$ cat config.mk
export PLATFORM = sky130hd
export DESIGN_NAME = shift_arb
export DESIGN_NICKNAME = d
export VERILOG_FILES = /design/src/rtl/shift_arb.sv
export SDC_FILE = /design/constraint.sdc
export NUM_CORES = 1
export LEC_CHECK = 0
export CAP_MARGIN = 10
export CORE_AREA = 5 5 42 44
export CTS_CLUSTER_DIAMETER = 150
export DETAILED_ROUTE_END_ITERATION = 16
export DIE_AREA = 0 0 47 49
export DONT_BUFFER_PORTS = 1
export PLACE_DENSITY = 0.7
export SYNTH_ARGS = -nofsm -noshare
export SYNTH_HDL_FRONTEND = slang
export SYNTH_SLANG_ARGS = --single-unit
$ cat constraint.sdc
create_clock -name clk -period 1.8 [get_ports clk]
set_input_delay 0.36 -clock clk [delete_from_list [all_inputs] [get_ports clk]]
set_output_delay 0.36 -clock clk [all_outputs]
set_load 0.1 [all_outputs]
$ cat src/rtl/shift_arb.sv
// shift_arb: two-requester round-robin arbiter feeding an external shift_reg
// of DEPTH cycles latency. A {valid, id} tag pipeline travels alongside the
// data so the far side knows which bytes are real and where they came from.
// A flush request stops acceptance, waits for the tag pipeline to empty and
// then pulses flush_done for one cycle.
//
// Optional feature macro: SHIFT_ARB_STATS_EN adds saturating 16-bit
// accepted-byte counters cnt0/cnt1.
//
// state    | meaning
// ---------+----------------------------------------------------------
// ST_RUN   | normal arbitration, requesters may transfer
// ST_DRAIN | acceptance stopped, waiting for tag pipeline to empty
// ST_DONE  | drain complete, flush_done high for this single cycle

module shift_arb #(
  parameter int DEPTH = 4,
  parameter int WIDTH = 8
) (
  input  logic             clk,
  input  logic             rst_n,
  input  logic             req0_valid,
  input  logic [WIDTH-1:0] req0_data,
  output logic             req0_ready,
  input  logic             req1_valid,
  input  logic [WIDTH-1:0] req1_data,
  output logic             req1_ready,
  input  logic             flush,
  output logic             flush_done,
  output logic             busy,
  output logic [WIDTH-1:0] sr_data_in,
  input  logic [WIDTH-1:0] sr_data_out,
  output logic             out_valid,
  output logic             out_id,
`ifdef SHIFT_ARB_STATS_EN
  output logic [15:0]      cnt0,
  output logic [15:0]      cnt1,
`endif
  output logic [WIDTH-1:0] out_data
);

  typedef enum logic [1:0] {
    ST_RUN   = 2'd0,
    ST_DRAIN = 2'd1,
    ST_DONE  = 2'd2
  } state_t;

  state_t           state;
  logic             last;
  logic             run;
  logic             gnt_id;
  logic             xfer;
  logic [DEPTH-1:0] tag_v;
  logic [DEPTH-1:0] tag_id;

  // Readies are held low while reset is asserted, even though the FSM
  // already sits in RUN, so nothing is accepted during reset.
  assign run = rst_n && (state == ST_RUN);

  // req1 wins when it is the only requester, or on contention when req0
  // had the previous grant.
  assign gnt_id     = req1_valid && (!req0_valid || !last);
  assign req0_ready = run && !gnt_id;
  assign req1_ready = run && gnt_id;
  assign xfer       = (req0_valid && req0_ready) || (req1_valid && req1_ready);

  assign sr_data_in = xfer ? (gnt_id ? req1_data : req0_data) : '0;

  assign out_valid = tag_v[DEPTH-1];
  assign out_id    = tag_id[DEPTH-1];
  assign out_data  = sr_data_out;
  assign busy      = (|tag_v) || (state != ST_RUN);

  // Flush sequencing with registered completion pulse.
  always_ff @(posedge clk or negedge rst_n) begin
    if (!rst_n) begin
      state      <= ST_RUN;
      flush_done <= 1'b0;
    end else begin
      flush_done <= 1'b0;
      case (state)
        ST_RUN: begin
          if (flush) state <= ST_DRAIN;
        end
        ST_DRAIN: begin
          if (tag_v == '0) begin
            state      <= ST_DONE;
            flush_done <= 1'b1;
          end
        end
        ST_DONE: begin
          state <= ST_RUN;
        end
        default: begin
          state <= ST_RUN;
        end
      endcase
    end
  end

  // Round-robin history: remembers which requester got the last transfer.
  always_ff @(posedge clk or negedge rst_n) begin
    if (!rst_n) begin
      last <= 1'b1;
    end else if (xfer) begin
      last <= gnt_id;
    end
  end

  // Tag pipeline shifts every cycle so it stays aligned with shift_reg.
  always_ff @(posedge clk or negedge rst_n) begin
    if (!rst_n) begin
      tag_v  <= '0;
      tag_id <= '0;
    end else begin
      tag_v[0]  <= xfer;
      tag_id[0] <= xfer && gnt_id;
      for (int i = 1; i < DEPTH; i++) begin
        tag_v[i]  <= tag_v[i-1];
        tag_id[i] <= tag_id[i-1];
      end
    end
  end

`ifdef SHIFT_ARB_STATS_EN
  // Per-requester accepted-byte counters, saturating at all-ones.
  always_ff @(posedge clk or negedge rst_n) begin
    if (!rst_n) begin
      cnt0 <= '0;
      cnt1 <= '0;
    end else begin
      if (xfer && !gnt_id && (cnt0 != 16'hFFFF)) cnt0 <= cnt0 + 16'd1;
      if (xfer && gnt_id && (cnt1 != 16'hFFFF))  cnt1 <= cnt1 + 16'd1;
    end
  end
`endif

endmodule

==> run_results.csv, run 1 <==
group,metric,value,unit
synth,syn_avg_cell_area,9.14,sq um
global_routing,antenna_found_initial,0,
floorplan,start_util,41.1,%
synth,yosys_register_bits,12,
finish,drive_gt1_share,60.5,%
timing,setup_ws,-0.230,ns
timing,final.period_utilization,113,%
synth,synth-edff-count,0,
timing,slew_headroom,64.6,%
place,gp_congestion,0.672,
synth,synthTopCellsByArea,"dfrtp_1, nand2_1, buf_4, a21oi_1, dfstp_2",
job,maxCapViolCount,0,
finish,n_fill_cell,97,
synth,synth-xor-area-share,0,%
synth,ys.flop_type,"dfrtp_1",
floorplan,core_area,1400,sq um
setup_path,crit_required,1.44,ns
synth,synth_top_area_share,47.8,%
floorplan,num_io_pins,51,
finish,stdcell_count,97,
synth,synth_most_common_cell,"nand2_1",
synth,synth_common_cells,"nand2_1, dfrtp_1, a21oi_1, buf_4, nor2_1",
power,p_leak,0.437,nW
power,ir_drop,1100,uV
clock_tree,cts_max_level,1,
finish,ff_latch_area,305,sq um
synth,synth_compound_area_share,12.8,%
detailed_routing,drtPass1Iterations,2,
global_routing,grt_max_degree,13,
timing,finalSetupViolations,9,
timing,grt_setup_unrepaired,"true",
setup_path,worst_ep_arrival_time,1.67,ns
timing,fmax,493,MHz
outcome,status,"finished with violations",
finish,syn2layout_area_growth,83.5,%
setup_path,worstSetupPathType,"flop to output pin",
timing,min_period,2.03,ns
synth,synth_top_family_by_area,"simple AND/OR/NAND/NOR gates",
floorplan,num_rows,14,
setup_path,cpMaxStageDelayCell,"or4_4",
finish,num_antenna_cells,0,
setup_path,cpPeakStageDelay,0.53,ns
power,p_int,0.000917,W
finish,multiInputGateArea,402,sq um
clock_tree,clock_path_buffers,2,
power,p_sw,0.00101,W
power,p_seq_share,22.6,%
global_routing,grt-ovfl-total,0,
synth,synthesis.instances,63,
timing,worstMarginPinSlew,0.529,ns
timing,tns,-1.26,ns
synth,yosysSeqAreaShare,52.4,%
synth,syn_area,576,sq um
global_routing,grt_pass1_wl,2700,microns
floorplan,die-height,49,microns
synth,synth-simple-area-share,21.3,%
clock_tree,clk_pin_slew,0.07,ns
setup_path,crit_buf_inv,0,
clock_tree,cts_num_sinks,12,
clock_tree,tritoncts,"done",
synth,ys.warnings.count,0,
synth,ys_async_sr_fraction,100,%
timing,finalMaxSlewViolations,0,
synth,synth_area_leader_cell,"dfrtp_1",
floorplan,die-width,47,microns
detailed_routing,ant_nets,0,
detailed_routing,wl_per_cell,17.1,microns
synth,synthAdderAreaFrac,0,%
power,powerDensity,1830,nW/um^2
setup_path,crit_fanout,2,
place,dp_cells,87,
detailed_routing,drc_errors,0,
place,numPortBuffers,0,
synth,synthMuxAreaShare,1.74,%
power,switching_share,52.5,%
min_path,min-delay-path-class,"input pin to flop",
floorplan,die-area,2300,sq um
power,combPwrFrac,66.8,%
power,p_clk_share,10.6,%
synth,yosys.cell_types.count,16,
setup_path,critical_path.cell_chain,"or4_4, or3_4",
global_routing,grtUsageTotal,16.2,%
detailed_routing,drt_iter0_drc,2,
finish,final_nets,111,
detailed_routing,vias,522,
detailed_routing,drt_wl_total,1660,microns
setup_path,cp-end-kind,"output pin",
place,dp_hpwl,1140,microns
clock_tree,insertion_delay,0.26,ns
setup_path,cp_top_family,"simple AND/OR/NAND/NOR gates",
setup_path,cp-start-kind,"flop",
synth,syn_nets,92,
clock_tree,numCtsBuffers,3,
timing,hold_viol_final,0,
clock_tree,root_buffer,"clkbuf_4",
global_routing,first_global_vias,562,
timing,timing.hold.ws,0.152,ns
outcome,violations,"setup timing",
timing,finalClockSkew,0.00463,ns
detailed_routing,via_per_inst,5.38,
-- flip-flops by register name (all words and copies together), names as in the netlist --
| register | cells |
|---|---|
| tag_id | 4 |
| tag_v | 4 |
| state | 2 |
| flush_done | 1 |
| last | 1 |
-- power by group through the flow --
stage | registers, W | clock network [W] | logic [W]
2_1_floorplan | 0.000580 | 0 | 0.000782
3_3_place_gp | 0.000415 | 0 | 0.00118
3_5_place_dp | 0.000422 | 0 | 0.00119
4_1_cts | 0.000433 | 0.000216 | 0.00126
5_1_grt | 0.000446 | 0.000228 | 0.00135
6_report | 0.000436 | 0.000205 | 0.00129
-- per-layer routing --
metal / vias to the layer above / global-route usage, % / wire, microns
met2: 36 / 24.9 / 763
met3: 2 / 5.54 / 204
met1: 243 / 19.2 / 669
li1: 241 / - / -
met5: - / 0 / 0
met4: 0 / 8.29 / 20
-- layout make-up --
cell class | instances | share of cell area (%)
Sequential cell | 12 | 28.9
Clock buffer | 4 | 3.44
Timing Repair Buffer | 21 | 27.4
Multi-Input combinational cell | 43 | 38.0
Tap cell | 16 | 1.90
Inverter | 1 | 0.355
-- worst paths after layout --
check | from | endpoint | slack [ns] | depth (start not counted)
worst max-delay path | tag_v[1] | busy | -0.23 | 2
worst min-delay path | req0_valid | last | 0.15 | 1
worst max register to register | tag_v[1] | state[0] | 0.46 | 4
worst min register to register | tag_id[2] | tag_id[3] | 0.35 | 0
max in group asynchronous | rst_n | tag_v[3] | 0.89 | 1
min in group asynchronous | rst_n | flush_done | 0.51 | 1
-- layout by cell type (no fill, tap or decap), drive strengths merged, types with 2 or more instances in the layout --
cell and count:
buf 20, nand2 17, dfrtp 11, a21oi 9, nor2 5, clkbuf 4
nor3b 3, o21ai 2, a21boi 2
-- what timing repair did --
item / 4_1_cts / 5_1_grt
setup endpoints to repair: 10 / 11
gates resized for setup: 5 / 6
cloned: 1 / 1
setup buffers: 3 / 0
hold buffers: 1 / 0
hold endpoints to repair: 12 / 0
pin swaps: 2 / 4
-- cell families (layout without fill, tap and decap cells) --
kind of cell           Yosys count  count (layout)
multiplexers                     1               1
AND/OR/NAND/NOR                 27              27
buffers and inverters           10              26
AO/OA/AOI/OAI                   13              15
flip-flops                      12              12
-- stage by stage --
stage | utilization [%] | setup slack [ns] | power, W | area (sq um)
after floorplan | - | -0.161 | 0.00136 | 711
after global placement | 65.5 | 0.0261 | 0.00159 | 918
after detailed placement | 65.5 | 0.00387 | 0.00161 | 918
after CTS | 73.2 | -0.246 | 0.00191 | 1030
after global routing | 75.4 | -0.279 | 0.00202 | 1060
final | 75.4 | -0.230 | 0.00193 | 1060
(Power assumes the default switching activity.)
==> inputs of run 2 (changes only) <==
--- a/config.mk
+++ b/config.mk
@@ -11,7 +11,9 @@
 export DETAILED_ROUTE_END_ITERATION = 16
 export DIE_AREA = 0 0 47 49
 export DONT_BUFFER_PORTS = 1
+export GPL_TIMING_DRIVEN = 1
 export PLACE_DENSITY = 0.7
+export SLEW_MARGIN = 20
 export SYNTH_ARGS = -nofsm -noshare
 export SYNTH_HDL_FRONTEND = slang
 export SYNTH_SLANG_ARGS = --single-unit
==> results of run 2 <==
No change in the layout: final DEF, timing and power equal those of run 1.
